===== src/rtl/inst_fetch_pkg.sv =====
// Shared widths, the fetch-buffer entry layout and PC helpers for the fetch stage.
package inst_fetch_pkg;

    localparam int ADDR_W = 32;
    localparam int INST_W = 32;
    localparam int DATA_W = 32;

    localparam logic [ADDR_W-1:0] RESET_PC_DEFAULT = 32'h0000_0000;
    localparam logic [ADDR_W-1:0] PC_STEP          = 32'd4;

    typedef struct packed {
        logic [ADDR_W-1:0] pc;
        logic [INST_W-1:0] inst;
    } fetch_entry_t;

    localparam int ENTRY_W = $bits(fetch_entry_t);

    function automatic logic [ADDR_W-1:0] pc_align(input logic [ADDR_W-1:0] pc);
        return {pc[ADDR_W-1:2], 2'b00};
    endfunction

    function automatic logic pc_misaligned(input logic [ADDR_W-1:0] pc);
        return |pc[1:0];
    endfunction

endpackage


===== src/rtl/inst_fetch_fifo.sv =====
// Synchronous FIFO with flush; used for the instruction buffer and the in-flight PC tags.
module inst_fetch_fifo #(
    parameter int WIDTH = 64,
    parameter int DEPTH = 2
) (
    input  logic                       clk,
    input  logic                       rst,
    input  logic                       flush_i,
    input  logic                       push_i,
    input  logic                       pop_i,
    input  logic [WIDTH-1:0]           wdata_i,
    output logic [WIDTH-1:0]           rdata_o,
    output logic [$clog2(DEPTH+1)-1:0] count_o,
    output logic                       full_o,
    output logic                       empty_o
);

    localparam int AW = $clog2(DEPTH);
    localparam int CW = $clog2(DEPTH+1);

    logic [WIDTH-1:0] mem_q [DEPTH];
    logic [AW-1:0]    wptr_q, wptr_d;
    logic [AW-1:0]    rptr_q, rptr_d;
    logic [CW-1:0]    count_q, count_d;
    logic             do_push;
    logic             do_pop;

    // A push into a full FIFO is legal only when the head leaves in the same cycle.
    always_comb begin
        empty_o = (count_q == '0);
        full_o  = (count_q == CW'(DEPTH));
        do_pop  = pop_i & ~empty_o;
        do_push = push_i & (~full_o | do_pop);
    end

    always_comb begin
        wptr_d  = wptr_q;
        rptr_d  = rptr_q;
        count_d = count_q;
        if (flush_i) begin
            wptr_d  = '0;
            rptr_d  = '0;
            count_d = '0;
        end else begin
            wptr_d  = wptr_q + AW'(do_push);
            rptr_d  = rptr_q + AW'(do_pop);
            count_d = count_q + CW'(do_push) - CW'(do_pop);
        end
    end

    always_ff @(posedge clk) begin
        if (rst) begin
            wptr_q  <= '0;
            rptr_q  <= '0;
            count_q <= '0;
        end else begin
            wptr_q  <= wptr_d;
            rptr_q  <= rptr_d;
            count_q <= count_d;
        end
    end

    always_ff @(posedge clk) begin
        if (do_push && !flush_i) begin
            mem_q[wptr_q] <= wdata_i;
        end
    end

    assign rdata_o = mem_q[rptr_q];
    assign count_o = count_q;

    a_no_overflow: assert property (@(posedge clk) disable iff (rst)
        !(push_i && full_o && !pop_i && !flush_i));

endmodule


===== src/rtl/inst_fetch.sv =====
// Instruction fetch: PC generation, credit-limited memory requests, response tagging,
// redirect flush/squash and the {inst, pc} handshake towards decode.
module inst_fetch
    import inst_fetch_pkg::*;
#(
    parameter logic [ADDR_W-1:0] RESET_PC   = RESET_PC_DEFAULT,
    parameter int                FIFO_DEPTH = 2
) (
    input  logic              clk,
    input  logic              rst,
    output logic              imem_req_valid,
    input  logic              imem_req_ready,
    output logic [ADDR_W-1:0] imem_req_addr,
    input  logic              imem_resp_valid,
    input  logic [DATA_W-1:0] imem_resp_data,
    input  logic              redirect_valid,
    input  logic [ADDR_W-1:0] redirect_pc,
    output logic              out_valid,
    input  logic              out_ready,
    output logic [INST_W-1:0] out_inst,
    output logic [ADDR_W-1:0] out_pc,
    output logic              out_misalign
);

    localparam int CW = $clog2(FIFO_DEPTH+1);

    logic [ADDR_W-1:0] pc_q, pc_d;
    logic [CW-1:0]     inflight_q, inflight_d;
    logic [CW-1:0]     drop_q, drop_d;
    logic              misalign_q, misalign_d;

    logic              accept;
    logic              resp;
    logic [CW:0]       credit_used;

    logic              ibuf_push, ibuf_pop, ibuf_full, ibuf_empty;
    logic [CW-1:0]     ibuf_count;
    fetch_entry_t      ibuf_wdata, ibuf_head;

    logic [ADDR_W-1:0] tag_pc;
    logic [CW-1:0]     tag_count;
    logic              tag_full, tag_empty;

    // Every outstanding request owns a buffer slot; a slot leaving this cycle can be
    // reused at once because its response cannot arrive before the next cycle.
    always_comb begin
        resp        = imem_resp_valid;
        out_valid   = ~rst & ~ibuf_empty & ~redirect_valid;
        ibuf_pop    = out_valid & out_ready;
        credit_used = {1'b0, inflight_q} + {1'b0, ibuf_count} - {{CW{1'b0}}, ibuf_pop};
        imem_req_valid = ~rst & ~redirect_valid & ~misalign_q
                       & (credit_used < (CW+1)'(FIFO_DEPTH));
        imem_req_addr  = pc_q;
        accept         = imem_req_valid & imem_req_ready;
        ibuf_push      = resp & (drop_q == '0) & ~redirect_valid;
        ibuf_wdata     = '{pc: tag_pc, inst: imem_resp_data};
    end

    always_comb begin
        pc_d       = pc_q;
        inflight_d = inflight_q + CW'(accept) - CW'(resp);
        drop_d     = drop_q;
        misalign_d = misalign_q;
        if (redirect_valid) begin
            pc_d       = pc_align(redirect_pc);
            drop_d     = inflight_q - CW'(resp);
            misalign_d = pc_misaligned(redirect_pc);
        end else begin
            if (accept) begin
                pc_d = pc_q + PC_STEP;
            end
            if (resp && drop_q != '0) begin
                drop_d = drop_q - CW'(1'b1);
            end
        end
    end

    always_ff @(posedge clk) begin
        if (rst) begin
            pc_q       <= pc_align(RESET_PC);
            inflight_q <= '0;
            drop_q     <= '0;
            misalign_q <= 1'b0;
        end else begin
            pc_q       <= pc_d;
            inflight_q <= inflight_d;
            drop_q     <= drop_d;
            misalign_q <= misalign_d;
        end
    end

    inst_fetch_fifo #(
        .WIDTH (ENTRY_W),
        .DEPTH (FIFO_DEPTH)
    ) u_ibuf (
        .clk     (clk),
        .rst     (rst),
        .flush_i (redirect_valid),
        .push_i  (ibuf_push),
        .pop_i   (ibuf_pop),
        .wdata_i (ibuf_wdata),
        .rdata_o (ibuf_head),
        .count_o (ibuf_count),
        .full_o  (ibuf_full),
        .empty_o (ibuf_empty)
    );

    // Tags survive redirects so squashed responses still pop their own PC.
    inst_fetch_fifo #(
        .WIDTH (ADDR_W),
        .DEPTH (FIFO_DEPTH)
    ) u_tagq (
        .clk     (clk),
        .rst     (rst),
        .flush_i (1'b0),
        .push_i  (accept),
        .pop_i   (resp),
        .wdata_i (pc_q),
        .rdata_o (tag_pc),
        .count_o (tag_count),
        .full_o  (tag_full),
        .empty_o (tag_empty)
    );

    assign out_inst     = ibuf_empty ? '0 : ibuf_head.inst;
    assign out_pc       = ibuf_empty ? '0 : ibuf_head.pc;
    assign out_misalign = misalign_q;

    a_resp_tracked: assert property (@(posedge clk) disable iff (rst)
        imem_resp_valid |-> (inflight_q != '0 && !tag_empty));

    a_tags_match: assert property (@(posedge clk) disable iff (rst)
        (tag_count == inflight_q) && !(tag_full && accept && !resp) && !(ibuf_full && ibuf_push && !ibuf_pop));

endmodule


===== config.mk =====
export PLATFORM = sky130hd
export DESIGN_NAME = inst_fetch
export DESIGN_NICKNAME = d
export VERILOG_FILES = /design/src/rtl/inst_fetch_pkg.sv /design/src/rtl/inst_fetch_fifo.sv /design/src/rtl/inst_fetch.sv
export SDC_FILE = /design/constraint.sdc
export NUM_CORES = 1
export LEC_CHECK = 0
export BUFFER_PORTS_ARGS = -buffer_cell sky130_fd_sc_hd__buf_2
export CAP_MARGIN = 20
export CORE_UTILIZATION = 49
export CTS_CLUSTER_SIZE = 20
export DETAILED_ROUTE_END_ITERATION = 8
export GPL_ROUTABILITY_DRIVEN = 0
export PLACE_DENSITY = 0.73
export SETUP_SLACK_MARGIN = 0.4
export SYNTH_ARGS = -nofsm -noshare
export SYNTH_HDL_FRONTEND = slang
export SYNTH_SLANG_ARGS = --single-unit

===== constraint.sdc =====
create_clock -name clk -period 15.1 [get_ports clk]
set_input_delay 0.755 -clock clk [delete_from_list [all_inputs] [get_ports clk]]
set_output_delay 0.755 -clock clk [all_outputs]
set_load 0.05 [all_outputs]

* Word-level counts from Yosys, hierarchy flattened *
Memories as Yosys holds them, arrays and structs flattened. A register that Yosys moved wholly into a read port is not among the register bits.
Index checks and enable logic that the tools add are counted.

operators by class
  equality and inequality tests = 2
  bitwise operators = 22
  multiplexer cells = 12
  add/subtract/negate cells = 15
  $lt $le $gt $ge = 1
  reduce and logical (&&, ||, !) cells = 11

operator list
  kind                                                                           number
  32-bit two-way mux                                                             4
  32-bit by 3-bit adder with 32-bit output (second input constant)               1
  1-bit AND                                                                      13
  2-bit by 1-bit subtractor with 2-bit output                                    4
  1-bit inverter                                                                 7
  2-bit by 1-bit adder with 2-bit output                                         3
  2-bit logical NOT                                                              3
  1-bit two-way mux                                                              6
  2-bit nonzero test                                                             3
  1-bit adder                                                                    4
  2-bit equality test (second input constant)                                    2
  2-bit two-way mux                                                              2
  2-bit OR reduction                                                             2
  2-bit by 2-bit adder with 3-bit output                                         1
  3-bit by 2-bit less-than comparator with 1-bit output (second input constant)  1
  3-bit by 1-bit subtractor with 3-bit output                                    1
  1-bit logical AND                                                              2
  1-bit OR                                                                       2
  2-bit by 1-bit subtractor with 2-bit output (second input constant)            1
  1-bit logical NOT                                                              1

storage, ports and cells
  bits of input ports = 70
  memories kept = 2
  flip-flop bits (word level) = 45
  word-level logic and storage cells = 76
  bits in writable memories = 192

memory list
  memory        depth  width  read ports  clocked after Yosys merged registers in  wr ports  line                   text
  u_ibuf.mem_q  2      64     1           1                                        1         inst_fetch_fifo.sv:21  logic [WIDTH-1:0] mem_q [DEPTH];
  u_tagq.mem_q  2      32     1           1                                        1         inst_fetch_fifo.sv:21

* Logic depth before layout (Yosys ltp) *
Gate-level depths: netlist (run 1).

  depth in word-level cells = 12
  depth in mapped cells = 19

* Modules after synthesis *
A second synthesis (run 1) with hierarchy kept.

second synthesis, totals
  cells, all modules = 714
  area, all modules = 10112.2 µm²

modules (own cells, without submodules)
  module                    sequential area each (µm²)  instances  cells an instance  area each (µm²)
  inst_fetch_fifo (u_ibuf)  3923.8                      1          227                4824.6
  inst_fetch                700.7                       1          359                2760.1
  inst_fetch_fifo (u_tagq)  2001.9                      1          128                2527.4

* Least setup slack after synthesis (run 1) *
No wires, ideal clock.

  kind = input to register
  start = input port redirect_valid
  end = memory u_ibuf.mem_q[0][0], enable pin
  slack = 7.142 ns
  path buffers = 3
  cell stages on the path = 4
  data arrival time = 7.323 ns
  cell sequence = clkbuf_1 -> buf_1 -> buf_1 -> nor4_1

on the way
  longest elaborated chain between the ends = 9
  elaborated cells between the ends (all ways) = 11

ends and longest elaborated chain
  what                                         line                                text
  start: declaration                           inst_fetch.sv:16                    input logic redirect_valid,
  1-bit inverter                               inst_fetch.sv:48, inst_fetch.sv:55
  1-bit AND                                    inst_fetch.sv:48                    out_valid = ~rst & ~ibuf_empty & ~redirect_valid;
  1-bit AND                                    inst_fetch.sv:49                    ibuf_pop = out_valid & out_ready;
  1-bit AND                                    inst_fetch_fifo.sv:32               do_pop = pop_i & ~empty_o;
  1-bit OR                                     inst_fetch_fifo.sv:33               do_push = push_i & (~full_o | do_pop);
  1-bit AND                                    inst_fetch_fifo.sv:33
  1-bit logical AND (*)                        inst_fetch_fifo.sv:64               if (do_push && !flush_i) begin
  1-bit two-way mux (*)                        inst_fetch_fifo.sv:64
  1-bit two-way mux (not written as such) (*)  inst_fetch_fifo.sv:65               mem_q[wptr_q] <= wdata_i;
  end: declaration                             inst_fetch_fifo.sv:21

Mark *: on every way between the ends. The rest lies on a longest branch, timed or not.

* Worst setup path after layout (run 1) *
  start = input port rst
  end = memory u_tagq.mem_q[0][5] (netlist name), enable pin

on the way
  longest elaborated chain between the ends = 11
  elaborated cells between the ends (all ways) = 13

ends and longest elaborated chain
  what                                                   line                                text
  start: declaration                                     inst_fetch.sv:10                    input logic rst,
  1-bit inverter (*)                                     inst_fetch.sv:48, inst_fetch.sv:51
  1-bit AND (2 in a row)                                 inst_fetch.sv:48
  1-bit AND                                              inst_fetch.sv:49
  3-bit by 1-bit subtractor with 3-bit output            inst_fetch.sv:50                    credit_used = {1'b0, inflight_q} + {1'b0, ibuf_count} - {{CW{1'b0}}, ibuf_pop};
  3-bit by 2-bit less-than comparator with 1-bit output  inst_fetch.sv:52                    & (credit_used < (CW+1)'(FIFO_DEPTH));
  1-bit AND (*)                                          inst_fetch.sv:52
  1-bit AND (*)                                          inst_fetch.sv:54                    accept = imem_req_valid & imem_req_ready;
  1-bit AND (*)                                          inst_fetch_fifo.sv:33
  1-bit two-way mux (*)                                  inst_fetch_fifo.sv:64
  1-bit two-way mux (not written as such) (*)            inst_fetch_fifo.sv:65
  end: declaration                                       inst_fetch_fifo.sv:21

Marks and branches as above.

==> reports/qor.txt, run 1 <==
drt initial violations - 346
Worst Path Arrival - 5.00 ns
area leader, netlist - edfxtp_1
reg2reg start - u_ibuf.count_o[1]
CTS root buf - clkbuf_16
final std cells w/o fill - 1083
Post-Place Cells - 1042
die width - 140 um
RR Endpoint - u_tagq.mem_q[0][5]
final number of setup-violating endpoints - 0
CTS Buffer Depth - 3
hold-fix buffers at CTS - 0
Period Utilization, post-route - 32.2%
Most used DFF post-synth - edfxtp_1
Port Buf Inserts - 164
WHS Endpoint - u_ibuf.mem_q[1][12]
grt ovf - 0
die area - 19600 sq um
DR pass1 iterations - 4
ratio of cells with drive above 1 in the final layout - 29.6%
Multi-input gate area - 2750 sq um
Final HPWL DP - 12000 um
fill count - 1483
CP Launch Type - primary input
Initial Util - 50.0%
dpl ws - 9.74 ns
outcome - complete, no violations
via count - 5892
CTS Sinks - 227
largest net degree at the start of global routing - 64
Final Hold Violating Endpoints - 0
Slew Viols, Final - 0
drt wl/cell - 17.4 um
Synth area leaders - edfxtp_1 59%, dfxtp_1 9.2%, mux2i_1 7.1%, nor2_1 4.0%, mux2_2 3.7%
Seq/Total Area, Yosys - 68.3%
Netlist cell types - 49
number of flops mapped to enable cells by yosys - 184
max cap viols - 0
Ys Warns - 0
FF-to-FF path depth - 13
Detail Route Antenna Nets - 0
Final nets - 917
Tightest Pin Transition - 0.970 ns
worst clock skew - 0.0144 ns
Layout area overhead - 18.8%
TritonCTS Buffers - 23
# Post-CTS Setup Buffers - 0
Leak - 0.00412 uW
Skew-Pair Late Insertion Delay - 0.50 ns
Reg2Reg Setup Slack - 10.26 ns
Clock transition at path regs - 0.06 ns
Max Freq - 206 MHz
min Tclk post-route - 4.86 ns
critical path fanouts, max - 39
DRC - 0
relative slew slack - 35.3%
CTS tree - yes
initial antenna violation count - 0
Crit Path Class - in2reg
Hold Crit Class - in2reg
Gate Count Post-Synth - 673
Core ar. - 18700 sq um
total track usage - 19.0%
area fraction of the dominant cell type after synthesis - 59.1%
row cnt - 50
io pins - 169
total power - 1460 uW
Post-Route Setup TNS - 0 ns
RSZ-0062 raised after global routing - no
CTS H-tree depth - 1
DR vias/cell - 5.44
ys async rst share - 0%
flops & latches, synth - 227
# resized after CTS - 0
CP Capture Type - register
worst hold stages - 1
CP Launch Point - rst
wirelength, routed - 18800 um
Max VDD drop - 87.9 uV
diodes inserted - 0
Worst Min Path Start - imem_resp_data[12]
Die Y - 140 um
Register Area - 6390 sq um
syn avg cell area - 13.9 sq um
pwr dens - 132 nW/um^2
area of the mapped netlist - 9350 sq um
first-pass GRT wire length - 29000 um
vias in the first global route - 5502
final setup margin - 10.24 ns
worst path required time - 15.24 ns
report_power, final:
part | internal (uW) | total (uW) | switching [uW]
sequential | 718 | 740 | 22.5
clock | 313 | 540 | 227
combinational | 67.5 | 182 | 114
total | 1100 | 1460 | 363
layer usage:
metal	track usage, %	part of all wire (%)	up-vias
met2	32.2	48	217
met5	0	0	-
met4	7.17	2.5	0
met1	24.3	43	2820
li1	-	-	2818
met3	3.45	6.3	37
sequential cells by signal, summed over array words and instances (netlist names):
| signal | cells |
|---|---|
| imem_req_addr | 30 |
| u_ibuf.count_o | 2 |
| drop_q | 2 |
| u_ibuf.rptr_q | 1 |
| inflight_q | 2 |
| u_tagq.wptr_q | 1 |
| u_ibuf.wptr_q | 1 |
| out_misalign | 1 |
| u_tagq.count_o | 2 |
| u_tagq.mem_q | 60 |
| u_tagq.rptr_q | 1 |
| u_ibuf.mem_q | 124 |
kinds of logic (layout without fill, tap and decap cells):
kind of cell / count (synthesis) / in the layout / share of synthesized area [%]
xor+xnor: 21 / 21 / 1.97
simple gates: 196 / 196 / 10.0
other cells: 1 / 4 / 0.0401
fa+ha+maj: 14 / 14 / 1.95
flops: 227 / 227 / 68.3
mux: 97 / 97 / 10.8
compound gates: 60 / 60 / 4.36
buf+inv: 57 / 230 / 2.58
worst max path at each step:
stage,to
after detailed placement,u_tagq.mem_q[1][28]
final,u_tagq.mem_q[0][5]
after global placement,u_tagq.mem_q[1][2]
after global routing,u_tagq.mem_q[0][16]
after floorplan,u_ibuf.mem_q[0][0]
after CTS,u_tagq.mem_q[1][16]
synth_stat cells, drive strengths merged, types with 2 or more instances:
master and count:
nor4b 2, nor2 100, a311oi 4, nor2b 3, and2 8, dfxtp 43
a31oi 13, xnor2 13, o22ai 2, o211ai 2, nor3 4, edfxtp 184
nand2 23, a221o 2, and3 6, nand2b 2, nand3 12, mux2 31
o21ai 9, or3 6, a21oi 8, xor2 8, and4 5, clkbuf 24
a2bb2oi 2, or2 3, ha 13, a211oi 11, inv 18, buf 15
nor4 7, mux2i 66, nand4 14
stage by stage:
stage          hold slack (ns)  cell area (sq um)  util [%]
4_1_cts                  0.428              11100      59.4
5_1_grt                  0.420              11100      59.4
3_3_place_gp             0.521              10400      55.5
2_1_floorplan            0.499               9360         -
6_report                 0.445              11100      59.4
3_5_place_dp             0.519              10400      55.5
cell usage in the layout (no fill, tap or decap), types with 3 or more instances in the layout:
master and n:
a211oi_1 11, clkbuf_8 3, conb_1 4, buf_2 164, or3_1 5, or2_2 3
dfxtp_1 42, nand2_1 23, nand4_1 14, nand3_1 12, a21oi_1 8, clkinv_2 6
and4_1 5, a31oi_1 13, buf_4 7, mux2i_1 66, nor2b_1 3, nor3_1 4
nor4_1 6, ha_1 13, clkbuf_16 23, a311oi_1 4, o21ai_0 9, mux2_2 31
xor2_1 8, edfxtp_1 184, xnor2_1 13, inv_1 17, and2_1 7, and3_1 6
nor2_1 99
worst max-delay path, cell delays in order:
cell and delay [ns]:
buf_2 0.61, or2_2 0.30, nor2_1 0.09, and2_1 0.21, ha_1 0.26, nand2b_1 0.15, fa_1 0.48, nor4b_4 0.21
and3_1 0.72, inv_4 0.27, a31oi_1 0.34, ha_1 0.20, buf_4 0.38
layout make-up:
type,instances,share of cell area [%]
Clock buffer,28,5.62
Clock inverter,13,0.969
Inverter,18,0.631
Multi-Input combinational cell,392,24.8
Sequential cell,227,57.5
Tap cell,234,2.64
Timing Repair Buffer,171,7.86
Power figures use the tool's default switching activity.
==> run 2: changes to the inputs <==
--- a/config.mk
+++ b/config.mk
@@ -5,13 +5,14 @@
 export SDC_FILE = /design/constraint.sdc
 export NUM_CORES = 1
 export LEC_CHECK = 0
+export ABC_AREA = 1
 export BUFFER_PORTS_ARGS = -buffer_cell sky130_fd_sc_hd__buf_2
 export CAP_MARGIN = 20
 export CORE_UTILIZATION = 49
 export CTS_CLUSTER_SIZE = 20
 export DETAILED_ROUTE_END_ITERATION = 8
 export GPL_ROUTABILITY_DRIVEN = 0
-export PLACE_DENSITY = 0.73
+export PLACE_DENSITY = 0.72
 export SETUP_SLACK_MARGIN = 0.4
 export SYNTH_ARGS = -nofsm -noshare
 export SYNTH_HDL_FRONTEND = slang
==> constraint.sdc (replaced) <==
create_clock -name clk -period 4.8 [get_ports clk]
set_input_delay 0.24 -clock clk [delete_from_list [all_inputs] [get_ports clk]]
set_output_delay 0.24 -clock clk [all_outputs]
set_load 0.05 [all_outputs]
==> run 2 against run 1 <==
  * Sequential power grew to 3.1 times the previous value
  * Setup slack worse by 8.9 ns
  * Total power grew to 3.2 times the previous value
  * Global-route usage is 2.0 points higher
  * Register-to-register slack worse by 9.0 ns
  * Critical endpoint is now u_tagq.mem_q[0][14]
  * Largest cell class unchanged
==> reports/qor.txt, run 2 <==
flops & latches, synth - 227 (unchanged)
Most used DFF post-synth - edfxtp_1
drt initial violations - 372 (+7.5%)
Largest register FFs - 124 (unchanged)
Final Hold Violating Endpoints - 0 (unchanged)
most common cell after layout, fill and taps aside - nand2_1
CTS Buffer Depth - 3 (unchanged)
CP Capture Type - register
Synth area leaders - edfxtp_1 57%, nand2_1 14%, dfxtp_1 8.9%, a21oi_1 4.6%, nor2_1 2.8%
via count - 7120 (+21%)
Layout area overhead - 22.3%
P_int - 3530 uW (+220%)
CTS Sinks - 227 (unchanged)
hold-fix buffers at CTS - 33 (+33)
switching portion of total power - 25.0% (+0.14 points)
Core ar. - 19400 sq um (+3.7%)
most frequent cells in the layout - 350 x nand2_1, 184 x edfxtp_1, 164 x buf_2, 89 x a21oi_1, 71 x nor2_1
Clk pwr share - 38.4% (+1.5 points)
area fraction of the dominant cell type after synthesis - 57.1% (-2.0 points)
syn avg cell area - 10.1 sq um (-27%)
Final Instance Area - 11800 sq um (+6.5%)
count leader, synth - nand2_1
diodes inserted - 0 (unchanged)
first-pass GRT wire length - 33400 um (+15%)
CTS tree - yes
area leader, netlist - edfxtp_1
combinational family with the most area after synthesis - simple AND/OR/NAND/NOR gates
# Post-CTS Setup Buffers - 0 (unchanged)
Max VDD drop - 207 uV (+140%)
Clock transition at path regs - 0.06 ns (about the same)
io pins - 169 (unchanged)
Detail Route Antenna Nets - 0 (unchanged)
Ys Warns - 0 (unchanged)
Gate Count Post-Synth - 959 (+42%)
largest net degree at the start of global routing - 65 (+1.6%)
Netlist cell types - 30 (-39%)
DR vias/cell - 4.98 (-8.5%)
pwr dens - 397 nW/um^2 (+200%)
dpl ws - 0.975 ns (-8.76 ns)
Worst Min Path Start - redirect_pc[19]
ys async rst share - 0% (unchanged)
reg2reg start - u_ibuf.count_o[1]
initial antenna violation count - 0 (unchanged)
crit-path max cell delay - 0.50 ns (-0.22 ns)
Reg2Reg Setup Slack - 1.29 ns (-8.97 ns)
Period Utilization, post-route - 73.1%
max cap viols - 0 (unchanged)
total track usage - 20.9% (+2.0 points)
# resized after CTS - 0 (unchanged)
Seq/Total Area, Yosys - 66.0% (-2.3 points)
die width - 143 um (+1.7%)
Synth Area in Compound Gates - 6.22% (+1.9 points)
Worst Path Arrival - 3.66 ns (-1.34 ns)
Max Freq - 285 MHz
Area after DPL - 10700 sq um (+3.1%)
DRC - 0 (unchanged)
Hold Crit Class - in2reg
wirelength, routed - 21600 um (+15%)
Initial Util - 49.9% (-0.13 points)
row cnt - 51 (+2.0%)
Port Buf Inserts - 164 (unchanged)
Synth Area in Adders - 1.89% (-0.065 points)
FF-to-FF path depth - 13 (unchanged)
post-synthesis mux area share - 0% (-11 points)
outcome - complete, no violations
Die Y - 143 um (+1.7%)
final number of setup-violating endpoints - 0 (unchanged)
area of the mapped netlist - 9670 sq um (+3.4%)
CP Launch Type - register
Final nets - 1234 (+35%)
WHS Endpoint - imem_req_addr[19]
Skew-Pair Late Insertion Delay - 0.50 ns (about the same)
Slew Viols, Final - 0 (unchanged)
vias in the first global route - 6692 (+22%)
number of flops mapped to enable cells by yosys - 184 (unchanged)
Tightest Pin Transition - 0.932 ns (-0.0379 ns)
XOR/XNOR Fraction of Synth Area - 1.45% (-0.52 points)
drt wl/cell - 15.1 um (-13%)
sequential share of power - 49.3% (-1.3 points)
Final HPWL DP - 13600 um (+13%)
Critical Path, Cell by Cell - inv_1 -> nand2_1 -> nand3_1 -> inv_1 -> ha_1 -> or2_2 -> fa_1 -> nand2_1 -> nor2_4 -> nand3_4 -> a31oi_1 -> ha_1 -> buf_4
worst path required time - 4.95 ns (-10.29 ns)
Post-Route Setup TNS - 0 ns (unchanged)
Crit Path Class - reg2reg
Leak - 0.00496 uW (+20%)
grt ovf - 0 (unchanged)
worst hold stages - 3 (+2)
min Tclk post-route - 3.51 ns
worst clock skew - 0.00770 ns (-0.00668 ns)
Post-synth top cells - 350 x nand2_1, 184 x edfxtp_1, 89 x a21oi_1
DR pass1 iterations - 5 (+1)
ratio of cells with drive above 1 in the final layout - 19.7% (-9.8 points)
Largest Register - u_ibuf.mem_q
CTS H-tree depth - 1 (unchanged)
RSZ-0062 raised after global routing - no
simple-gate portion of the synthesized area - 19.5% (+9.5 points)
critical path fanouts, max - 30 (-23%)
die area - 20300 sq um (+3.4%)
CTS root buf - clkbuf_16
final setup margin - 1.29 ns (-8.95 ns)
TritonCTS Buffers - 23 (unchanged)
relative slew slack - 37.8% (+2.5 points)
RR Endpoint - u_tagq.mem_q[0][14]
P_sw - 1170 uW (+220%)
Comb pwr share - 12.3% (about the same)
CP max-delay cell - fa_1
==> run 2: worst max-delay path: cells and delay by family, from the launching register on <==
| kind | cells | cell delay [ns] |
|---|---|---|
| compound gates | 1 | 0.34 |
| flops | 1 | 0.38 |
| simple gates | 6 | 0.95 |
| buf+inv | 3 | 0.54 |
| fa+ha+maj | 3 | 0.95 |
==> run 2: cell families (layout without fill, tap and decap cells) <==
logic type	count (synthesis)	in the layout
other cells	1	4
flops	227	227
fa+ha+maj	14	14
compound gates	118	118
simple gates	471	471
xor+xnor	16	16
buf+inv	112	316
==> run 2: through the flow <==
step | util (%) | hold WS (ns) | power, uW | std cells
floorplan | - | 0.339 | 2750 | 962
global placement | 55.2 | 0.428 | 2900 | 1356
detailed placement | 55.2 | 0.433 | 2920 | 1356
CTS | 60.9 | 0.000590 | 4740 | 1430
global route | 61.0 | 0.0244 | 4900 | 1431
finish | 61.0 | 0.0219 | 4700 | 1431
==> run 2: worst max-delay path by stage <==
stage / to / depth (start not counted) / start
after floorplan: u_ibuf.mem_q[1][0] / 6 / redirect_valid
after global placement: u_tagq.mem_q[1][24] / 13 / rst
after detailed placement: u_tagq.mem_q[0][21] / 13 / rst
after CTS: u_tagq.mem_q[0][28] / 13 / u_ibuf.count_o[1]
after global routing: u_tagq.mem_q[0][28] / 13 / u_ibuf.count_o[1]
final: u_tagq.mem_q[0][14] / 13 / u_ibuf.count_o[1]
==> run 2: metal layers <==
layer  GRT usage, %  up-vias  wire, um
met5              0        -         0
met4           6.23        0       378
met3           3.70       33      1630
met2           36.4      270     10100
met1           26.7     3273      9400
li1               -     3544         -
==> run 2: area by class of cell <==
type | count | area, sq um
clock inverter | 11 | 138
tap | 265 | 332
sequential | 227 | 6390
fill | 1598 | 7560
multi-input combinational | 623 | 2840
timing repair buffer | 206 | 1230
clock buffer | 30 | 642
inverter | 69 | 264
==> run 2: power by group through the flow <==
stage	clock (uW)	sequential, uW	combinational [uW]
2_1_floorplan	0	2400	353
3_3_place_gp	0	2350	543
3_5_place_dp	0	2360	559
4_1_cts	1840	2310	583
5_1_grt	1930	2320	645
6_report	1800	2320	580
==> run 3: changes to the inputs <==
--- a/config.mk
+++ b/config.mk
@@ -12,7 +12,7 @@
 export CTS_CLUSTER_SIZE = 20
 export DETAILED_ROUTE_END_ITERATION = 8
 export GPL_ROUTABILITY_DRIVEN = 0
-export PLACE_DENSITY = 0.72
+export PLACE_DENSITY = 0.75
 export SETUP_SLACK_MARGIN = 0.4
 export SYNTH_ARGS = -nofsm -noshare
 export SYNTH_HDL_FRONTEND = slang
==> constraint.sdc (replaced) <==
create_clock -name clk -period 3 [get_ports clk]
set_input_delay 0.15 -clock clk [delete_from_list [all_inputs] [get_ports clk]]
set_output_delay 0.15 -clock clk [all_outputs]
set_load 0.05 [all_outputs]
==> run 3 against run 2 <==
  * The run now ends with negative hold slack left
  * Clock skew grew 0.0073 ns
  * Core utilization rose by 5.1 points
  * Flip-flop and latch count unchanged
  * Clock power rose by 49%
  * Highest routed layer unchanged
==> reports/qor.txt, run 3 (synthesized netlist as in run 2, its figures left out) <==
die area - 20300 sq um (unchanged)
grt ovf - 0 (unchanged)
final number of setup-violating endpoints - 0 (unchanged)
row cnt - 51 (unchanged)
drt initial violations - 465 (+25%)
Hold Crit Class - in2reg
RSZ-0062 raised after global routing - yes
outcome - finished, violations left
worst clock skew - 0.0150 ns (+0.00728 ns)
wirelength, routed - 24400 um (+13%)
Final nets - 1292 (+4.7%)
Worst Path Arrival - 3.10 ns (-0.56 ns)
pwr dens - 586 nW/um^2 (+47%)
Final HPWL DP - 14500 um (+7.2%)
failing checks - negative hold slack
reg2reg start - u_ibuf.count_o[1]
CTS tree - yes
Post-Route Utilization - 66.1% (+5.1 points)
initial antenna violation count - 0 (unchanged)
Multi-input gate area - 3060 sq um (+7.8%)
DRC - 0 (unchanged)
TritonCTS Buffers - 23 (unchanged)
CTS H-tree depth - 1 (unchanged)
CP Launch Point - u_ibuf.count_o[1]
relative slew slack - 38.5% (+0.68 points)
Detail Route Antenna Nets - 0 (unchanged)
CP Capture Type - register
Slew Viols, Final - 0 (unchanged)
via count - 7587 (+6.6%)
DR vias/cell - 5.10 (+2.4%)
largest net degree at the start of global routing - 63 (-3.1%)
Worst Min Path Start - redirect_pc[22]
drt wl/cell - 16.4 um (+8.8%)
worst path required time - 3.23 ns (-1.72 ns)
critical path fanouts, max - 6 (-80%)
Layout area overhead - 32.5%
first-pass GRT wire length - 37100 um (+11%)
io pins - 169 (unchanged)
min Tclk post-route - 2.87 ns (-0.636 ns)
Largest Register - u_ibuf.mem_q
Max Freq - 348 MHz (+22%)
Crit Path Class - reg2reg
Final Hold Violating Endpoints - 1 (+1)
vias in the first global route - 7304 (+9.1%)
CTS root buf - clkbuf_16
CP Launch Type - register
CTS Buffer Depth - 3 (unchanged)
Final Instance Area - 12800 sq um (+8.3%)
DR pass1 iterations - 5 (unchanged)
Register Area - 6390 sq um (about the same)
CTS Sinks - 227 (unchanged)
dpl ws - 0.0467 ns (-0.928 ns)
Max VDD drop - 331 uV (+60%)
Tightest Pin Transition - 0.922 ns (-0.0102 ns)
Leak - 0.00529 uW (+6.6%)
final setup margin - 0.126 ns (-1.16 ns)
WHS - -0.000193 ns (-0.0221 ns)
most frequent cells in the layout - 346 x nand2_1, 184 x edfxtp_1, 163 x buf_2, 85 x a21oi_1, 63 x nor2_1
Initial Util - 49.9% (unchanged)
Core ar. - 19400 sq um (unchanged)
Port Buf Inserts - 164 (unchanged)
Clock transition at path regs - 0.07 ns (about the same)
total track usage - 23.4% (+2.5 points)
diodes inserted - 0 (unchanged)
Area after DPL - 10900 sq um (+2.0%)
most common cell after layout, fill and taps aside - nand2_1
die width - 143 um (unchanged)
ratio of cells with drive above 1 in the final layout - 24.2% (+4.5 points)
Post-Route Setup TNS - 0 ns (unchanged)
Largest register FFs - 124 (unchanged)
Die Y - 143 um (unchanged)
Skew-Pair Late Insertion Delay - 0.50 ns (about the same)
max cap viols - 0 (unchanged)
fill count - 1408 (-12%)
Period Utilization, post-route - 95.8% (+23 points)
run 3: cell count changes in the layout (fill, tap and decap cells not counted), sizes merged:
cell	previous run	this run
buf	173	202
dlygate4sd3	33	58
bufinv	3	1
clkinv	7	9
clkinvlp	2	4
inv	68	70
bufbuf	0	1
clkbuf	30	29
run 3: stage by stage:
stage               instances  hold WS [ns]  total power (uW)
detailed placement       1366         0.341              4700
global placement         1366         0.337              4670
CTS                      1483       0.00681              7470
finish                   1489     -0.000193              7510
global route             1489        0.0218              7800
floorplan                 962         0.249              4420
run 3: path summary, 6_finish.rpt:
kind,cells past startpoint,end,slack (ns)
setup / recovery,15,u_tagq.mem_q[1][16],0.13
hold / removal,5,imem_req_addr[22],-0.0002
setup reg to reg,15,u_tagq.mem_q[1][16],0.13
hold reg to reg,2,drop_q[1],0.51
run 3: what timing repair did:
item                                   in CTS  in global routing
setup buffers                              13                  3
pin swaps                                   5                  6
hold buffers                               58                  0
gates cloned                                5                  3
endpoints found under the hold margin      90                  0
setup endpoints to repair                  92                 94
gates resized for setup                    32                 32
run 3: final cells by class:
cell class,instances,share of cell area [%]
Tap cell,265,2.59
Inverter,69,2.20
Timing Repair Buffer,264,15.9
Sequential cell,227,49.8
Clock buffer,26,4.58
Multi-Input combinational cell,623,23.9
Clock inverter,15,0.986
run 3: routing by layer:
metal | share of wire (%) | vias up | track usage [%]
li1 | - | 3666 | -
met1 | 41 | 3562 | 29.1
met2 | 50 | 312 | 41.4
met3 | 7.6 | 47 | 4.51
met4 | 2.0 | 0 | 6.85
met5 | 0 | - | 0
run 3: worst max-delay path, cell delays in order, from the launching register on:
cell	delay (ns)
dfxtp_2	0.34
inv_2	0.05
nand2_4	0.06
nand3_4	0.08
inv_2	0.08
ha_4	0.19
or2_4	0.25
fa_1	0.52
nand2_2	0.07
nor2_4	0.10
nand3_4	0.10
a31oi_4	0.19
buf_6	0.13
ha_4	0.19
buf_12	0.12
clkbuf_16	0.14
run 3: power by group:
group          switching (uW)  internal, uW  total, uW
Sequential                104          3610       3720
Combinational             742           359       1100
Clock                    1180          1510       2690
